$ cat src/rtl/common_types_pkg.sv
// Shared types for the core memory path: RAM sequencing states and arbiter grant codes.
// Also holds the widths for the unified RAM port.
package common_types_pkg;

  typedef enum logic [1:0] {
    RAM_IDLE,
    RAM_WAIT,
    RAM_DONE
  } ram_state_t;

  typedef enum logic [1:0] {
    GRANT_NONE,
    GRANT_I,
    GRANT_D
  } arb_grant_t;

  localparam int MEM_ADDR_W = 32;
  localparam int MEM_STRB_W = 4;

  // Instruction fetch always reads a full word.
  function automatic logic [MEM_STRB_W-1:0] fetch_strobe();
    return {MEM_STRB_W{1'b1}};
  endfunction

endpackage

$ cat src/rtl/arbiter_grant_sel.sv
// Combinational grant select between fetch and data requesters; zero latency, no state.
// ARBITER_RR_EN selects round-robin on contention, otherwise data always wins.
module arbiter_grant_sel
  import common_types_pkg::*;
(
  input  logic       i_req_i,
  input  logic       d_req_i,
  input  arb_grant_t last_grant_i,
  output arb_grant_t grant_o
);

`ifdef ARBITER_RR_EN
  always_comb begin
    grant_o = GRANT_NONE;
    if (i_req_i && d_req_i) begin
      grant_o = (last_grant_i == GRANT_D) ? GRANT_I : GRANT_D;
    end else if (d_req_i) begin
      grant_o = GRANT_D;
    end else if (i_req_i) begin
      grant_o = GRANT_I;
    end
  end
`else
  // Fixed priority has no use for the grant history.
  logic unused_last_grant;
  assign unused_last_grant = ^last_grant_i;

  always_comb begin
    grant_o = GRANT_NONE;
    if (d_req_i) begin
      grant_o = GRANT_D;
    end else if (i_req_i) begin
      grant_o = GRANT_I;
    end
  end
`endif

endmodule

$ cat src/rtl/memory_arbiter.sv
// Shares one RAM port between fetch (read) and data (load/store); one transaction in flight,
// ready pulses 2 cycles after grant plus RAM wait cycles. Optional macro: ARBITER_RR_EN.
module memory_arbiter
  import common_types_pkg::*;
#(
  parameter int ADDR_W = MEM_ADDR_W,
  parameter int STRB_W = MEM_STRB_W
) (
  input  logic                clk,
  input  logic                nrst,
  input  logic                i_ren,
  input  logic [ADDR_W-1:0]   i_addr,
  output logic [STRB_W*8-1:0] i_rdata,
  output logic                i_ready,
  input  logic                d_ren,
  input  logic                d_wen,
  input  logic [STRB_W-1:0]   d_strobe,
  input  logic [ADDR_W-1:0]   d_addr,
  input  logic [STRB_W*8-1:0] d_wdata,
  output logic [STRB_W*8-1:0] d_rdata,
  output logic                d_ready,
  output logic                ram_ren,
  output logic                ram_wen,
  output logic [STRB_W-1:0]   ram_strobe,
  output logic [ADDR_W-1:0]   ram_addr,
  output logic [STRB_W*8-1:0] ram_wdata,
  input  logic [STRB_W*8-1:0] ram_rdata,
  input  logic                ram_ready
);

  localparam int WORD_W = STRB_W * 8;

  ram_state_t          state_q, state_d;
  arb_grant_t          grant_q, grant_d;
  arb_grant_t          sel_grant;
  arb_grant_t          last_grant;
  logic                ram_ren_q, ram_ren_d;
  logic                ram_wen_q, ram_wen_d;
  logic [STRB_W-1:0]   ram_strobe_q, ram_strobe_d;
  logic [ADDR_W-1:0]   ram_addr_q, ram_addr_d;
  logic [WORD_W-1:0]   ram_wdata_q, ram_wdata_d;
  logic [WORD_W-1:0]   i_rdata_q, i_rdata_d;
  logic [WORD_W-1:0]   d_rdata_q, d_rdata_d;
  logic                i_ready_q, i_ready_d;
  logic                d_ready_q, d_ready_d;

  arbiter_grant_sel u_grant_sel (
    .i_req_i      (i_ren),
    .d_req_i      (d_ren | d_wen),
    .last_grant_i (last_grant),
    .grant_o      (sel_grant)
  );

`ifdef ARBITER_RR_EN
  arb_grant_t last_grant_q;

  always_ff @(posedge clk) begin
    if (!nrst) begin
      last_grant_q <= GRANT_I;
    end else if (state_q == RAM_IDLE && sel_grant != GRANT_NONE) begin
      last_grant_q <= sel_grant;
    end
  end

  assign last_grant = last_grant_q;
`else
  assign last_grant = GRANT_I;
`endif

  always_comb begin
    state_d      = state_q;
    grant_d      = grant_q;
    ram_ren_d    = ram_ren_q;
    ram_wen_d    = ram_wen_q;
    ram_strobe_d = ram_strobe_q;
    ram_addr_d   = ram_addr_q;
    ram_wdata_d  = ram_wdata_q;
    i_rdata_d    = i_rdata_q;
    d_rdata_d    = d_rdata_q;
    i_ready_d    = 1'b0;
    d_ready_d    = 1'b0;

    case (state_q)
      RAM_IDLE: begin
        if (sel_grant == GRANT_D) begin
          grant_d      = GRANT_D;
          state_d      = RAM_WAIT;
          ram_addr_d   = d_addr;
          ram_wdata_d  = d_wdata;
          ram_strobe_d = d_strobe;
          // A simultaneous read+write request resolves to the write.
          ram_wen_d    = d_wen;
          ram_ren_d    = !d_wen;
        end else if (sel_grant == GRANT_I) begin
          grant_d      = GRANT_I;
          state_d      = RAM_WAIT;
          ram_addr_d   = i_addr;
          ram_strobe_d = fetch_strobe();
          ram_wen_d    = 1'b0;
          ram_ren_d    = 1'b1;
        end
      end
      RAM_WAIT: begin
        if (ram_ready) begin
          state_d   = RAM_DONE;
          ram_ren_d = 1'b0;
          ram_wen_d = 1'b0;
          if (grant_q == GRANT_I) begin
            i_rdata_d = ram_rdata;
            i_ready_d = 1'b1;
          end else if (grant_q == GRANT_D) begin
            if (ram_ren_q) begin
              d_rdata_d = ram_rdata;
            end
            d_ready_d = 1'b1;
          end
        end
      end
      RAM_DONE: begin
        state_d = RAM_IDLE;
        grant_d = GRANT_NONE;
      end
      default: begin
        state_d = RAM_IDLE;
        grant_d = GRANT_NONE;
      end
    endcase
  end

  always_ff @(posedge clk) begin
    if (!nrst) begin
      state_q      <= RAM_IDLE;
      grant_q      <= GRANT_NONE;
      ram_ren_q    <= 1'b0;
      ram_wen_q    <= 1'b0;
      ram_strobe_q <= '0;
      ram_addr_q   <= '0;
      ram_wdata_q  <= '0;
      i_rdata_q    <= '0;
      d_rdata_q    <= '0;
      i_ready_q    <= 1'b0;
      d_ready_q    <= 1'b0;
    end else begin
      state_q      <= state_d;
      grant_q      <= grant_d;
      ram_ren_q    <= ram_ren_d;
      ram_wen_q    <= ram_wen_d;
      ram_strobe_q <= ram_strobe_d;
      ram_addr_q   <= ram_addr_d;
      ram_wdata_q  <= ram_wdata_d;
      i_rdata_q    <= i_rdata_d;
      d_rdata_q    <= d_rdata_d;
      i_ready_q    <= i_ready_d;
      d_ready_q    <= d_ready_d;
    end
  end

  assign ram_ren    = ram_ren_q;
  assign ram_wen    = ram_wen_q;
  assign ram_strobe = ram_strobe_q;
  assign ram_addr   = ram_addr_q;
  assign ram_wdata  = ram_wdata_q;
  assign i_rdata    = i_rdata_q;
  assign d_rdata    = d_rdata_q;
  assign i_ready    = i_ready_q;
  assign d_ready    = d_ready_q;

endmodule

$ cat config.mk
export PLATFORM = sky130hd
export DESIGN_NAME = memory_arbiter
export DESIGN_NICKNAME = d
export VERILOG_FILES = /design/src/rtl/common_types_pkg.sv /design/src/rtl/arbiter_grant_sel.sv /design/src/rtl/memory_arbiter.sv
export SDC_FILE = /design/constraint.sdc
export NUM_CORES = 1
export LEC_CHECK = 0
export CAP_MARGIN = 10
export CELL_PAD_IN_SITES_DETAIL_PLACEMENT = 0
export CELL_PAD_IN_SITES_GLOBAL_PLACEMENT = 1
export CORE_MARGIN = 2
export CORE_UTILIZATION = 31
export CTS_CLUSTER_SIZE = 40
export DETAILED_ROUTE_END_ITERATION = 6
export PLACE_DENSITY = 0.91
export SLEW_MARGIN = 20
export SYNTH_ARGS = -nofsm -noshare
export SYNTH_HDL_FRONTEND = slang
export SYNTH_SLANG_ARGS = --single-unit
$ cat constraint.sdc
create_clock -name clk -period 4 [get_ports clk]
set_input_delay 0.6 -clock clk [delete_from_list [all_inputs] [get_ports clk]]
set_output_delay 0.6 -clock clk [all_outputs]
set_load 0.02 [all_outputs]
==> metrics.csv, run 1 <==
stage,metric,value,unit
run_status,status,finished clean,
die,chip width,138,um
clock_network,clock transition at the registers of the reported paths,0.06,ns
pwr,NetSw,1050,uW
sta,Period minus WS final,2.37,ns
sta,Peak Freq,0.423,GHz
logic_synthesis,Synth area leader,dfxtp_1,
global_route,first-pass GRT wire length,28300,um
logic_synthesis,average size of a mapped cell,9.06,um2
worst_setup_path,CP Launch Type,primary input,
routing,initial drt markers,196,
routing,WL/cell,15.9,um
routing,Via density,4.81,
logic_synthesis,post-synth net total,755,
placed_design,port bufs,273,
worst_setup_path,worst setup path category,in -> reg,
die,Ports,274,
logic_synthesis,most instantiated library cell after synthesis,nand2_1,
clock_network,clock buffer depth,2,
sta,Slew @ Worst Pin,0.818,ns
pwr,sequential share of power,0.406,
logic_synthesis,synthesized area,5590,um2
placed_design,hpwl dp,12000,um
clock_network,clk root buf,clkbuf_16,
logic_synthesis,post-synthesis register bit count,140,
worst_setup_path,critical path peak fanout,35,
finish,Util after Layout,0.505,
finish,final net count,1001,
pwr,pwr/cell area,413,nW/um2
logic_synthesis,Post-synth top flop,dfxtp_1,
logic_synthesis,Yosys cell types,29,
logic_synthesis,asr flop ratio synth,0,
logic_synthesis,"top cells by count, synth","nand2_1 (161), dfxtp_1 (140), a21oi_1 (64), mux2i_1 (64), nand3_1 (35)",
routing,Pre-antenna DRT Iters,4,
logic_synthesis,"Seq/Total Area, Yosys",0.501,
die,Die Ht,138,um
job,Max Cap Viol,0,
die,Die ar.,19100,um2
clock_network,total CTS buffers,17,
logic_synthesis,top cell type's share of synthesized area,0.501,
finish,Ant. Diodes,0,
global_route,vias in the first global route,5321,
clock_network,CTS Hold Buffers Added,0,
worst_setup_path,"Req. time, crit path",4.33,ns
routing,final wirelength,17600,um
finish,Sequential Area,2800,um2
clock_network,later-pin clock latency in the skew report,0.42,ns
sta,Max Clock Skew,0.00801,ns
clock_network,cts repair resizes,0,
routing,DRC Markers,0,
sta,setup violators final,0,
placed_design,placed insts,1073,
global_route,largest net degree at the start of global routing,68,
worst_setup_path,Critical Path AT,2.70,ns
global_route,antenna violations before repair,0,
routing,via count,5318,
worst_setup_path,nature of the critical path endpoint,register,
pwr,leakage power,0.00319,uW
sta,hold violation count in the final report,0,
global_route,GRT overflow,0,
die,CORE AREA,17800,um2
global_route,overall routing resource usage,0.183,
finish,fillers,1659,
logic_synthesis,largest cells by area after synthesis,"dfxtp_1 (50%), mux2i_1 (11%), nand2_1 (11%)",
sta,RSZ-0062 raised after global routing,false,
pwr,Max VDD drop,0.279,mV
sta,final number of max-transition violations,0,
clock_network,H-tree depth,4,
sta,Slew headroom,0.454,
clock_network,clk sink count,140,
routing,Routed Antenna Nets,0,
finish,area of the multi-input gates,2510,um2
finish,Layout area overhead,61.2,%
pwr,combinational cell fraction of total power,0.174,
pwr,P_int,2670,uW
min_path,Min-Delay Path Class,reg -> reg,
clock_network,CTS tree,built,
logic_synthesis,number of synthesized flops with an enable pin,0,
finish,layout cells sized above 1,0.0856,
logic_synthesis,Post-Syn Instances,617,
finish,Post-Layout Cell Count,1105,
logic_synthesis,Synth warnings,0,
sta,post-route clock period utilization,0.592,
clock_network,"Setup Fix Bufs, Post-CTS",0,
die,Row Count,49,
die,Initial Util,0.313,
pwr,clock power share,0.420,
pwr,Sw Share,0.282,
placed_design,RD Place Congestion,0.784,
sta,setup TNS,0,ns
-- cell type report --
type	count	area share
clock buffer	17	0.0472
clock inverter	15	0.0168
inverter	4	0.00167
multi-input combinational	416	0.279
sequential	140	0.311
tap	229	0.0318
timing repair buffer	284	0.312
-- logic make-up (layout without fill, tap and decap cells) --
logic type      count (synthesis)  in the layout  synth area share
compound gates                137            137             0.170
buf+inv                        61            320            0.0522
flops                         140            140             0.501
mux                            64             64             0.115
simple gates                  215            215             0.162
-- critical path: stages --
cell	delay, ns
clkdlybuf4s50_1	0.60
or2_2	0.61
buf_4	0.42
buf_4	0.20
nand3_1	0.09
a21oi_1	0.16
-- cell usage in the layout, fill, tap and decap left out, drive strengths merged --
cell,count
nor3,1
bufinv,1
a311oi,32
a21oi,64
nor2,7
nand3b,1
mux2i,64
buf,12
nand2,161
or3,1
clkdlybuf4s50,272
o22ai,1
nand3,35
dfxtp,140
o21ai,34
nor4,1
and2,1
nand4b,1
o221a,4
inv,13
clkbuf,17
clkinv,4
nand2b,2
a211oi,1
or2,3
clkinvlp,1
nor2b,1
o22a,1
-- power by group through the flow --
stage               sequential [uW]  clock (uW)  combinational [uW]
floorplan                      1620           0                 233
global placement               1540           0                 649
detailed placement             1540           0                 650
CTS                            1510        1600                 653
global route                   1520        1660                 696
finish                         1510        1560                 648
-- sequential cells by signal (all words and copies together) (netlist names) --
register / flops
i_rdata: 32
ram_wen: 1
grant_q: 2
d_ready: 1
i_ready: 1
state_q: 2
ram_addr: 32
ram_strobe: 4
ram_wdata: 32
d_rdata: 32
ram_ren: 1
-- metal layers --
layer / routed length (um) / part of all wire / track usage / vias to the layer above
met3: 1480 / 0.084 / 0.0710 / 25
li1: - / - / - / 2627
met4: 355 / 0.020 / 0.0666 / 0
met5: 0 / 0 / 0 / -
met1: 7670 / 0.44 / 0.224 / 2453
met2: 8110 / 0.46 / 0.294 / 213
-- worst paths after layout --
check | start | end | slack (ns) | depth (start not counted)
worst max-delay path | d_wen | ram_wdata[20] | 1.63 | 6
worst max register to register | state_q[0] | ram_strobe[3] | 1.94 | 3
worst min register to register | d_rdata[5] | d_rdata[5] | 0.46 | 2
worst min-delay path | d_rdata[5] | d_rdata[5] | 0.46 | 2
-- metrics by stage --
step | cell area, um2 | hold slack, ns | setup slack [ns] | total power (uW)
floorplan | 5590 | 0.492 | 2.22 | 1860
CTS | 9010 | 0.458 | 1.64 | 3770
global route | 9010 | 0.466 | 1.52 | 3870
finish | 9010 | 0.457 | 1.63 | 3720
detailed placement | 8430 | 0.447 | 1.26 | 2190
global placement | 8430 | 0.442 | 1.28 | 2190
(Power assumes the default switching activity.)
==> inputs of run 2 (changes only) <==
--- a/config.mk
+++ b/config.mk
@@ -9,10 +9,10 @@
 export CELL_PAD_IN_SITES_DETAIL_PLACEMENT = 0
 export CELL_PAD_IN_SITES_GLOBAL_PLACEMENT = 1
 export CORE_MARGIN = 2
-export CORE_UTILIZATION = 31
+export CORE_UTILIZATION = 29
 export CTS_CLUSTER_SIZE = 40
 export DETAILED_ROUTE_END_ITERATION = 6
-export PLACE_DENSITY = 0.91
+export PLACE_DENSITY = 0.86
 export SLEW_MARGIN = 20
 export SYNTH_ARGS = -nofsm -noshare
 export SYNTH_HDL_FRONTEND = slang
==> constraint.sdc (replaced) <==
create_clock -name clk -period 2.27 [get_ports clk]
set_input_delay 0.3405 -clock clk [delete_from_list [all_inputs] [get_ports clk]]
set_output_delay 0.3405 -clock clk [all_outputs]
set_load 0.02 [all_outputs]
==> run 2 against run 1 <==
Against the previous run: final area rose by 1.6%; critical endpoint is now i_ready; via count shrank 0.19%; critical path type is now reg -> out; clock power up 85%; sequential power rose by 76%.
==> metrics.csv, run 2 (synthesis gave the netlist of run 1 again) <==
stage,metric,value,unit,change
global_route,vias in the first global route,5075,,was 5321
clock_network,later-pin clock latency in the skew report,0.41,ns,was 0.42 ns
worst_setup_path,critical path peak fanout,1,,was 35
die,Ports,274,,unchanged
placed_design,Setup WS pre-CTS,0.218,ns,was 1.26 ns
die,Die ar.,20400,um2,was 19100 um2
sta,RSZ-0062 raised after global routing,false,,unchanged
clock_network,CTS Hold Buffers Added,0,,unchanged
sta,post-route clock period utilization,0.771,,
worst_setup_path,"Req. time, crit path",1.93,ns,was 4.33 ns
sta,hold violation count in the final report,0,,unchanged
global_route,overall routing resource usage,0.166,,was 0.183
routing,Via density,4.66,,was 4.81
placed_design,port bufs,273,,unchanged
worst_setup_path,r2r startpoint,state_q[0],,unchanged
clock_network,clk sink count,140,,unchanged
clock_network,cts repair resizes,0,,unchanged
pwr,sequential share of power,0.398,,was 0.406
sta,setup violators final,0,,unchanged
sta,Slew @ Worst Pin,0.557,ns,was 0.818 ns
worst_setup_path,Worst R2R End,d_rdata[3],,was ram_strobe[3]
clock_network,H-tree depth,4,,unchanged
sta,Peak Freq,0.571,GHz,
sta,setup TNS,0,ns,unchanged
clock_network,clock transition at the registers of the reported paths,0.06,ns,about the same
pwr,NetSw,1820,uW,was 1050 uW
worst_setup_path,CP Launch Type,register,,was primary input
global_route,GRT overflow,0,,unchanged
sta,Max Clock Skew,0.0114,ns,was 0.00801 ns
placed_design,RD Place Congestion,0.778,,was 0.784
finish,"commonest non-fill, non-tap cell in the layout",clkdlybuf4s50_1,,unchanged
worst_setup_path,cell family with most CP delay,buffers and inverters,,unchanged
worst_setup_path,crit path to,i_ready,,was ram_wdata[20]
sta,Fin Hold WS,0.296,ns,was 0.457 ns
pwr,clock power share,0.430,,was 0.420
routing,Pre-antenna DRT Iters,4,,unchanged
placed_design,placed insts,1106,,was 1073
sta,final number of max-transition violations,0,,unchanged
die,CORE AREA,18800,um2,was 17800 um2
min_path,Min-Delay Path Class,in -> reg,,was reg -> reg
clock_network,CTS tree,built,,unchanged
global_route,antenna violations before repair,1,,was 0
die,Row Count,50,,was 49
finish,Layout area overhead,63.7,%,was 61.2%
job,Max Cap Viol,0,,unchanged
worst_setup_path,reg2reg path depth,4,,was 3
worst_setup_path,Critical Path AT,1.41,ns,was 2.70 ns
worst_setup_path,crit path from,i_ready,,was d_wen
clock_network,"Setup Fix Bufs, Post-CTS",0,,unchanged
pwr,P_int,4870,uW,was 2670 uW
finish,final net count,1003,,was 1001
routing,initial drt markers,242,,was 196
finish,layout cells sized above 1,0.0877,,was 0.0856
die,Die Ht,143,um,was 138 um
pwr,pwr/cell area,731,nW/um2,was 413 nW/um2
pwr,leakage power,0.00323,uW,was 0.00319 uW
worst_setup_path,R2R setup slack,0.61,ns,was 1.94 ns
worst_setup_path,Critical path buffers and inverters,1,,was 3
routing,DRC Markers,0,,unchanged
worst_setup_path,"Slowest-stage cell, CP",clkdlybuf4s50_1,,was or2_2
pwr,Sw Share,0.272,,was 0.282
routing,Routed Antenna Nets,0,,unchanged
pwr,Max VDD drop,0.456,mV,was 0.279 mV
worst_setup_path,nature of the critical path endpoint,output port,,was register
clock_network,clock buffer depth,2,,unchanged
die,Initial Util,0.297,,was 0.313
global_route,first-pass GRT wire length,26700,um,was 28300 um
routing,via count,5308,,was 5318
finish,Post-Layout Cell Count,1139,,was 1105
worst_setup_path,CP peak stage delay,0.65,ns,was 0.61 ns
routing,WL/cell,15.3,um,was 15.9 um
sta,min setup slack post-route,0.519,ns,was 1.63 ns
finish,"commonest non-fill, non-tap cells in the layout","clkdlybuf4s50_1 (272), nand2_1 (161), dfxtp_1 (140)",,unchanged
worst_setup_path,Crit path depth,1,,was 6
sta,Period minus WS final,1.75,ns,
run_status,status,finished clean,,unchanged
global_route,largest net degree at the start of global routing,101,,was 68
pwr,combinational cell fraction of total power,0.172,,was 0.174
placed_design,hpwl dp,12000,um,about the same
clock_network,clk root buf,clkbuf_16,,unchanged
worst_setup_path,worst path cell trace,clkdlybuf4s50_1,,was clkdlybuf4s50_1 > or2_2 > buf_4 > buf_4 > nand3_1 > a21oi_1
sta,Slew headroom,0.629,,was 0.454
die,chip width,143,um,was 138 um
pwr,Pwr Total,6690,uW,was 3720 uW
worst_setup_path,worst setup path category,reg -> out,,was in -> reg
routing,final wirelength,17400,um,was 17600 um
clock_network,total CTS buffers,17,,unchanged
## run 2: metrics by stage
step / utilization / instance area [um2]
floorplan: - / 5590
global placement: 0.453 / 8530
detailed placement: 0.453 / 8530
CTS: 0.486 / 9150
global route: 0.486 / 9150
finish: 0.486 / 9150
## run 2: power groups by stage
stage / clock [uW] / sequential [uW] / combinational [uW]
6_report: 2880 / 2660 / 1150
5_1_grt: 3060 / 2680 / 1250
4_1_cts: 2950 / 2660 / 1170
3_5_place_dp: 0 / 2710 / 1160
3_3_place_gp: 0 / 2710 / 1160
2_1_floorplan: 0 / 2860 / 411
## run 2: how the worst min path moves through the flow
| stage | endpoint | slack, ns | from | cells past startpoint |
|---|---|---|---|---|
| finish | ram_ren | 0.30 | nrst | 3 |
| global route | ram_wen | 0.30 | nrst | 3 |
| detailed placement | i_rdata[8] | 0.45 | i_rdata[8] | 2 |
| CTS | ram_ren | 0.28 | nrst | 3 |
| floorplan | state_q[0] | 0.44 | ram_ready | 1 |
| global placement | i_rdata[7] | 0.44 | i_rdata[7] | 2 |
## run 2: final cells by class
type | instances | area, um2
Fill cell | 1793 | 9680
Timing Repair Buffer | 286 | 2880
Sequential cell | 140 | 2800
Multi-Input combinational cell | 416 | 2510
Clock buffer | 18 | 439
Tap cell | 260 | 325
Clock inverter | 14 | 174
Inverter | 4 | 15.0
Antenna cell | 1 | 2.50
## run 2: per-layer routing
metal / up-vias / wire length [um] / global-route usage
met1: 2442 / 7340 / 0.199
met2: 201 / 8110 / 0.266
li1: 2641 / - / -
met5: - / 0 / 0
met3: 24 / 1550 / 0.0687
met4: 0 / 380 / 0.0636
